File: src/rtl/ref_price_sched_pkg.sv
// Shared types and default widths for the reference-price request scheduler.
package ref_price_sched_pkg;

   localparam int unsigned DEF_FP_WORD_SIZE = 64;
   localparam int unsigned DEF_DATA_WIDTH   = 32;
   localparam int unsigned DEF_N_REQ        = 4;

   typedef enum logic [1:0] {
      RUN    = 2'd0,
      DRAIN  = 2'd1,
      HALTED = 2'd2
   } sched_state_t;

endpackage

File: src/rtl/ref_price_scheduler_rr_arbiter.sv
// Round-robin arbiter: one-hot grant searched from a rotating pointer.
module rr_arbiter
   import ref_price_sched_pkg::*;
#(
   parameter int unsigned N    = DEF_N_REQ,
   parameter int unsigned ID_W = $clog2(N)
) (
   input  logic            i_clk,
   input  logic            i_reset,
   input  logic [N-1:0]    i_req,
   output logic [N-1:0]    o_grant,
   output logic [ID_W-1:0] o_grant_id,
   output logic            o_grant_valid
);

   logic [ID_W-1:0] r_ptr;
   logic [ID_W-1:0] w_idx;

   always_comb begin
      o_grant       = '0;
      o_grant_id    = '0;
      o_grant_valid = 1'b0;
      w_idx         = '0;
      for (int unsigned k = 0; k < N; k++) begin
         w_idx = r_ptr + ID_W'(k);
         if (!o_grant_valid && i_req[w_idx]) begin
            o_grant_valid  = 1'b1;
            o_grant[w_idx] = 1'b1;
            o_grant_id     = w_idx;
         end
      end
   end

   always_ff @(posedge i_clk or posedge i_reset) begin
      if (i_reset) begin
         r_ptr <= '0;
      end else if (o_grant_valid) begin
         r_ptr <= o_grant_id + ID_W'(1);
      end
   end

endmodule

File: src/rtl/ref_price_scheduler.sv
// Shares one ref_price core among N_REQ requesters: round-robin issue,
// in-order result tagging through a tag FIFO, and flush/drain control.
module ref_price_scheduler
   import ref_price_sched_pkg::*;
#(
   parameter int unsigned FP_WORD_SIZE = DEF_FP_WORD_SIZE,
   parameter int unsigned DATA_WIDTH   = DEF_DATA_WIDTH,
   parameter int unsigned N_REQ        = DEF_N_REQ,
   parameter int unsigned ID_W         = $clog2(N_REQ)
) (
   input  logic                                   i_clk,
   input  logic                                   i_reset,
   input  logic [N_REQ-1:0]                       i_req_valid,
   output logic [N_REQ-1:0]                       o_req_ready,
   input  logic [N_REQ-1:0][DATA_WIDTH-1:0]       i_req_curr_price,
   input  logic [N_REQ-1:0][DATA_WIDTH-1:0]       i_req_curr_time,
   input  logic [N_REQ-1:0][DATA_WIDTH-1:0]       i_req_terminal_time,
   input  logic [N_REQ-1:0][FP_WORD_SIZE-1:0]     i_req_inventory_state,
   input  logic [N_REQ-1:0][FP_WORD_SIZE-1:0]     i_req_volatility,
   input  logic [N_REQ-1:0][FP_WORD_SIZE-1:0]     i_req_risk_factor,
   output logic [DATA_WIDTH-1:0]                  o_core_curr_price,
   output logic [DATA_WIDTH-1:0]                  o_core_curr_time,
   output logic [DATA_WIDTH-1:0]                  o_core_terminal_time,
   output logic [FP_WORD_SIZE-1:0]                o_core_inventory_state,
   output logic [FP_WORD_SIZE-1:0]                o_core_volatility,
   output logic [FP_WORD_SIZE-1:0]                o_core_risk_factor,
   output logic                                   o_core_data_valid,
   input  logic [FP_WORD_SIZE-1:0]                i_core_ref_price,
   input  logic                                   i_core_data_valid,
   output logic [N_REQ-1:0][FP_WORD_SIZE-1:0]     o_res_ref_price,
   output logic [N_REQ-1:0]                       o_res_valid,
   input  logic [N_REQ-1:0]                       i_res_ready,
   input  logic                                   i_flush,
   output logic                                   o_idle,
   output logic                                   o_err
);

   sched_state_t r_state, w_state_nxt;

   logic [N_REQ-1:0]                   r_busy;
   logic [N_REQ-1:0]                   r_res_valid;
   logic [N_REQ-1:0][FP_WORD_SIZE-1:0] r_res_price;
   logic [N_REQ-1:0]                   w_elig;
   logic [N_REQ-1:0]                   w_grant;
   logic [N_REQ-1:0]                   w_res_done;
   logic [ID_W-1:0]                    w_win;
   logic                               w_accept;

   logic [ID_W-1:0] r_tag_mem [N_REQ];
   logic [ID_W-1:0] r_wr_ptr;
   logic [ID_W-1:0] r_rd_ptr;
   logic [ID_W:0]   r_count;
   logic [ID_W-1:0] w_tag;
   logic            w_pop;
   logic            w_orphan;
   logic            r_err;

   logic [DATA_WIDTH-1:0]   r_core_price;
   logic [DATA_WIDTH-1:0]   r_core_time;
   logic [DATA_WIDTH-1:0]   r_core_term;
   logic [FP_WORD_SIZE-1:0] r_core_inv;
   logic [FP_WORD_SIZE-1:0] r_core_vol;
   logic [FP_WORD_SIZE-1:0] r_core_risk;
   logic                    r_core_valid;

   always_ff @(posedge i_clk or posedge i_reset) begin
      if (i_reset) r_state <= RUN;
      else         r_state <= w_state_nxt;
   end

   always_comb begin
      w_state_nxt = r_state;
      w_elig      = '0;
      o_idle      = 1'b0;
      case (r_state)
         RUN: begin
            w_elig = i_req_valid & ~r_busy;
            if (i_flush) w_state_nxt = DRAIN;
         end
         DRAIN: begin
            if (r_count == '0) w_state_nxt = HALTED;
         end
         HALTED: begin
            o_idle = (r_count == '0);
            if (!i_flush) w_state_nxt = RUN;
         end
         default: w_state_nxt = RUN;
      endcase
   end

   rr_arbiter #(
      .N    (N_REQ),
      .ID_W (ID_W)
   ) u_arb (
      .i_clk         (i_clk),
      .i_reset       (i_reset),
      .i_req         (w_elig),
      .o_grant       (w_grant),
      .o_grant_id    (w_win),
      .o_grant_valid (w_accept)
   );

   assign o_req_ready = w_grant;
   assign w_res_done  = r_res_valid & i_res_ready;

   // A core result with no tag outstanding cannot be routed; it is dropped and flagged.
   assign w_pop    = i_core_data_valid && (r_count != '0);
   assign w_orphan = i_core_data_valid && (r_count == '0);
   assign w_tag    = r_tag_mem[r_rd_ptr];

   always_ff @(posedge i_clk or posedge i_reset) begin
      if (i_reset) begin
         for (int unsigned i = 0; i < N_REQ; i++) r_tag_mem[i] <= '0;
         r_wr_ptr <= '0;
         r_rd_ptr <= '0;
         r_count  <= '0;
         r_err    <= 1'b0;
      end else begin
         if (w_accept) begin
            r_tag_mem[r_wr_ptr] <= w_win;
            r_wr_ptr            <= r_wr_ptr + ID_W'(1);
         end
         if (w_pop) r_rd_ptr <= r_rd_ptr + ID_W'(1);
         case ({w_accept, w_pop})
            2'b10:   r_count <= r_count + (ID_W+1)'(1);
            2'b01:   r_count <= r_count - (ID_W+1)'(1);
            default: r_count <= r_count;
         endcase
         if (w_orphan) r_err <= 1'b1;
      end
   end

   always_ff @(posedge i_clk or posedge i_reset) begin
      if (i_reset) begin
         r_busy      <= '0;
         r_res_valid <= '0;
         r_res_price <= '0;
      end else begin
         r_busy <= (r_busy & ~w_res_done) | w_grant;
         for (int unsigned t = 0; t < N_REQ; t++) begin
            if (w_pop && (w_tag == ID_W'(t))) begin
               r_res_valid[t] <= 1'b1;
               r_res_price[t] <= i_core_ref_price;
            end else if (w_res_done[t]) begin
               r_res_valid[t] <= 1'b0;
            end
         end
      end
   end

   always_ff @(posedge i_clk or posedge i_reset) begin
      if (i_reset) begin
         r_core_price <= '0;
         r_core_time  <= '0;
         r_core_term  <= '0;
         r_core_inv   <= '0;
         r_core_vol   <= '0;
         r_core_risk  <= '0;
         r_core_valid <= 1'b0;
      end else begin
         r_core_valid <= w_accept;
         if (w_accept) begin
            r_core_price <= i_req_curr_price[w_win];
            r_core_time  <= i_req_curr_time[w_win];
            r_core_term  <= i_req_terminal_time[w_win];
            r_core_inv   <= i_req_inventory_state[w_win];
            r_core_vol   <= i_req_volatility[w_win];
            r_core_risk  <= i_req_risk_factor[w_win];
         end
      end
   end

   assign o_core_curr_price      = r_core_price;
   assign o_core_curr_time       = r_core_time;
   assign o_core_terminal_time   = r_core_term;
   assign o_core_inventory_state = r_core_inv;
   assign o_core_volatility      = r_core_vol;
   assign o_core_risk_factor     = r_core_risk;
   assign o_core_data_valid      = r_core_valid;
   assign o_res_ref_price        = r_res_price;
   assign o_res_valid            = r_res_valid;
   assign o_err                  = r_err;

endmodule

File: config.mk
export PLATFORM = sky130hd
export DESIGN_NAME = ref_price_scheduler
export DESIGN_NICKNAME = d
export VERILOG_FILES = /design/src/rtl/ref_price_sched_pkg.sv /design/src/rtl/ref_price_scheduler_rr_arbiter.sv /design/src/rtl/ref_price_scheduler.sv
export SDC_FILE = /design/constraint.sdc
export NUM_CORES = 2
export LEC_CHECK = 0
export ABC_AREA = 1
export CORE_AREA = 2 2 700 702
export DETAILED_ROUTE_END_ITERATION = 8
export DIE_AREA = 0 0 702 704
export SLEW_MARGIN = 20
export SYNTH_ARGS = -nofsm -noshare
export SYNTH_HDL_FRONTEND = slang
export SYNTH_HIERARCHICAL = 1
export SYNTH_SLANG_ARGS = --single-unit
export TNS_END_PERCENT = 10
File: constraint.sdc
create_clock -name i_clk -period 30.9 [get_ports i_clk]
set_input_delay 6.18 -clock i_clk [delete_from_list [all_inputs] [get_ports i_clk]]
set_output_delay 6.18 -clock i_clk [all_outputs]
set_load 0.05 [all_outputs]
==> metrics.md <==
| Metric | Value |
|---|---|
| Status | `complete, no violations` |
| CP delay by family, top | `buffers and inverters` |
| CTS tree | `yes` |
| Worst-Margin Slew | `about 1.1 ns` |
| Starting Density | `around 6.3%` |
| Vias in the first global route | `approximately 36,000` |
| Via-per-instance ratio | `3.09` |
| Yosys warnings | `6` |
| CP max FO | `4` |
| Die height | `704 um` |
| CTS max path bufs | `4` |
| Max incr delay on CP | `0.88 ns` |
| Resized Gates After CTS | `0` |
| Synth cell types | `34` |
| Post-synth ARST share | `100%` |
| Levels on crit path | `9` |
| Wirelength, routed | `349,000 um` |
| Die Wd | `702 um` |
| Placeable Area | `487,000 um^2` |
| Multiplexer area fraction after synthesis | `0%` |
| Hold_sp | `o_res_ref_price[81]$_DFFE_PP0P_` |
| Hold Path Cell Cnt | `2` |
| Slew headroom | `28.4%` |
| Worst reg-to-reg path cell count | `16` |
| Nets | `7,000` |
| Fin. Hold Viols | `0` |
| WP data required | `24.72 ns` |
| Layout cells sized above 1 | `5.70%` |
| Number of I/O port buffers | `1,782` |
| Clk Latency, worst-skew pair | `around 0.83 ns` |
| Main combinational cell family by area after synthesis | `simple AND/OR/NAND/NOR gates` |
| Crit-path cells | `clkdlybuf4s50_1, nor3b_1, inv_1, nand2_1, nand2_1, o21ai_1, nand3_1, o21ai_0, clkdlybuf4s50_1` |
| Clock buffer count from CTS | `82` |
| Post-synthesis xor/xnor area fraction | `0.114%` |
| RSZ-0062 raised after global routing | `false` |
| Root Driver | `clkbuf_16` |
| Setup CP Type | `input port to output port` |
| Main synth FF type | `dfrtp_1` |
| Routed via count | `38,380` |
| Endpoints failing setup | `0` |
| CP endpoint kind | `output port` |
| CTS Sinks | `573` |
| Synth Cell Area | `between 30,000 and 40,000 um^2` |
| Largest net degree at the start of global routing | `between 150 and 200` |
| Initial antenna violation count | `roughly 190` |
| Avg Cell Area, Syn | `about 7.3 um^2` |
| First-pass GRT wire length | `424,000 um` |
| CP Buf/Inv Count | `3` |
| Layout Area Growth over Synthesis | `89.1%` |
| Post-route ant nets | `0` |
| I/O Pins | `1,783` |
| CP Launch Type | `input port` |
| H-Tree Depth | `3` |
| Final setup TNS | `0 ns` |
| Clock transition at the registers of the reported paths | `0.06 ns` |
| Total grt overflow | `0` |
| Max cap viols | `0` |
| GPL Wtd Cong | `a little under 1` |
| Final period utilization | `48.8%` |
| Initial DRC Count | `between 3,000 and 4,000` |
| Hold path endpoint | `o_res_ref_price[81]$_DFFE_PP0P_` |
| Min cycle time layout | `15.08 ns` |
| Post-CTS setup buffer count | `0` |
| R2R setup slack | `24.76 ns` |
| DIE AREA | `between 400,000 and 500,000 um^2` |
| Simple-gate share of the synthesized area | `a little under a third` |
| Synth Area in Adders | `0.513%` |
| Yosys reg bits | `573` |
| Hold buffers post-CTS | `0` |
| Register area share after synthesis | `46.7%` |
| Drt first pass iters | `8` |
| Rows | `257` |
| Synth Area in Compound Gates | `15.9%` |
| R2r endpoint | `o_core_volatility[11]$_DFFE_PP0P_` |
| DRC violations left | `0` |
| Gr usage total | `13.5%` |
| Syn nets | `5,440` |
| Post-synth EDFFs | `0` |
| Fin. max-slew vios | `0` |
| RR Startpoint | `u_arb/r_ptr[1]$_DFFE_PP0P_` |
| Critical-path top delay cell | `clkdlybuf4s50_1` |
| Data arrival time of the worst path | `8.90 ns` |
| DP Wirelength | `299,000 um` |
| Post-Syn Instances | `4,200` |
| Setup Skew | `~0.090 ns` |
| Achievable Freq | `roughly 66 MHz` |
| Worst min path class | `flip-flop to flip-flop` |
| DR WL/cell | `around 28 um` |
-- worst max path at each step --
stage / start / to
finish: i_req_valid[3] / o_req_ready[3]
global route: i_req_valid[3] / o_req_ready[3]
CTS: i_req_valid[3] / o_req_ready[3]
detailed placement: i_req_valid[3] / o_req_ready[3]
global placement: i_req_valid[3] / o_req_ready[3]
floorplan: i_reset / o_core_curr_price[0]$_DFFE_PP0P_
-- cells in the mapped netlist, types with 4 or more instances --
library cell     n  area share, %
nand2_1       1439             18
o21ai_0        588            9.6
nor2_1         583            7.1
dfrtp_1        573             47
o22ai_1        290            5.9
clkbuf_1       172            2.1
nand3_1        147            2.4
nand4_1        130            2.6
buf_2          102            1.7
inv_1           29           0.35
buf_6           26           0.95
buf_1           25           0.31
buf_4           16           0.39
buf_8           12           0.59
ha_1            11           0.45
o21ai_1         10           0.16
nand2_2          9           0.18
a21oi_1          5          0.081
inv_2            5          0.061
a21o_1           4          0.098
nand3_2          4           0.13
nor3b_1          4          0.098
-- final cells by class --
type,instances,area (um^2)
fill,56513,429000
sequential,573,14300
inverter,37,203
clock buffer,108,2350
tap,6475,8100
timing repair buffer,1830,17800
clock inverter,37,463
multi-input combinational,3236,14500
antenna,131,328
-- registers in the layout (all words and copies together), names as in the netlist, named ones only --
register and cells:
r_wr_ptr 2, o_core_data_valid 1, o_res_valid 4, o_res_ref_price 256, o_core_volatility 64, r_rd_ptr 2
r_count 3, o_core_risk_factor 64, o_err 1, u_arb/r_ptr 1, r_tag_mem 8, r_busy 4
o_core_terminal_time 32, o_core_curr_price 32, o_core_inventory_state 64, r_state 2, o_core_curr_time 32
-- per-layer routing --
metal  up-vias  global-route usage (%)  wire length (um)
li1      17274                       -                 -
met1     18536                    14.2            125000
met2      2005                    24.1            177000
met3       529                    4.29             29400
met4        36                    6.36             17300
met5         -                       0               241
-- cell families (layout without fill, tap and decap cells) --
kind of cell | after synthesis | in the layout
simple gates | 2320 | 2320
compound gates | 900 | 900
flops | 573 | 573
buf+inv | 391 | 2012
fa+ha+maj | 12 | 12
xor+xnor | 4 | 4
other cells | 0 | 131
-- cell usage in the layout (no fill, tap or decap), types with 3 or more instances in the layout --
cell	count
bufinv_16	8
ha_1	11
inv_1	26
clkdlybuf4s50_1	1671
nand3_2	4
nand2_2	6
o22ai_1	290
o21ai_1	11
nor3b_1	4
nand2_1	1437
nand2_4	5
dfrtp_1	573
clkinvlp_4	5
clkbuf_8	18
inv_6	5
clkbuf_16	83
inv_2	3
clkbuf_1	7
buf_2	60
buf_4	95
inv_8	6
a21oi_1	5
nand3_4	4
a21o_1	4
nor2_1	582
clkinv_4	5
nand4_1	130
nand3_1	143
clkinv_2	11
inv_4	3
diode_2	131
buf_12	4
o21ai_0	587
-- tightest hold or removal path, delay by kind of cell, from the launching register on --
family / cells / cell delay, ns
simple gates: 2 / 0.09
flops: 1 / 0.34
-- per-stage QoR --
step	instances	worst slack, ns	cell area [um^2]	util (%)	hold WS [ns]
final	12427	15.82	58100	11.9	0.467
after global routing	12392	15.62	58000	11.9	0.483
after CTS	12296	15.88	57800	11.9	0.472
after detailed placement	12151	15.89	55000	11.3	0.457
after global placement	12151	15.75	55000	11.3	0.452
after floorplan	4200	8.75	30700	-	0.447
Power is not shown: default switching activity piles up to over one toggle a cycle in this logic, so the estimate is an artifact.
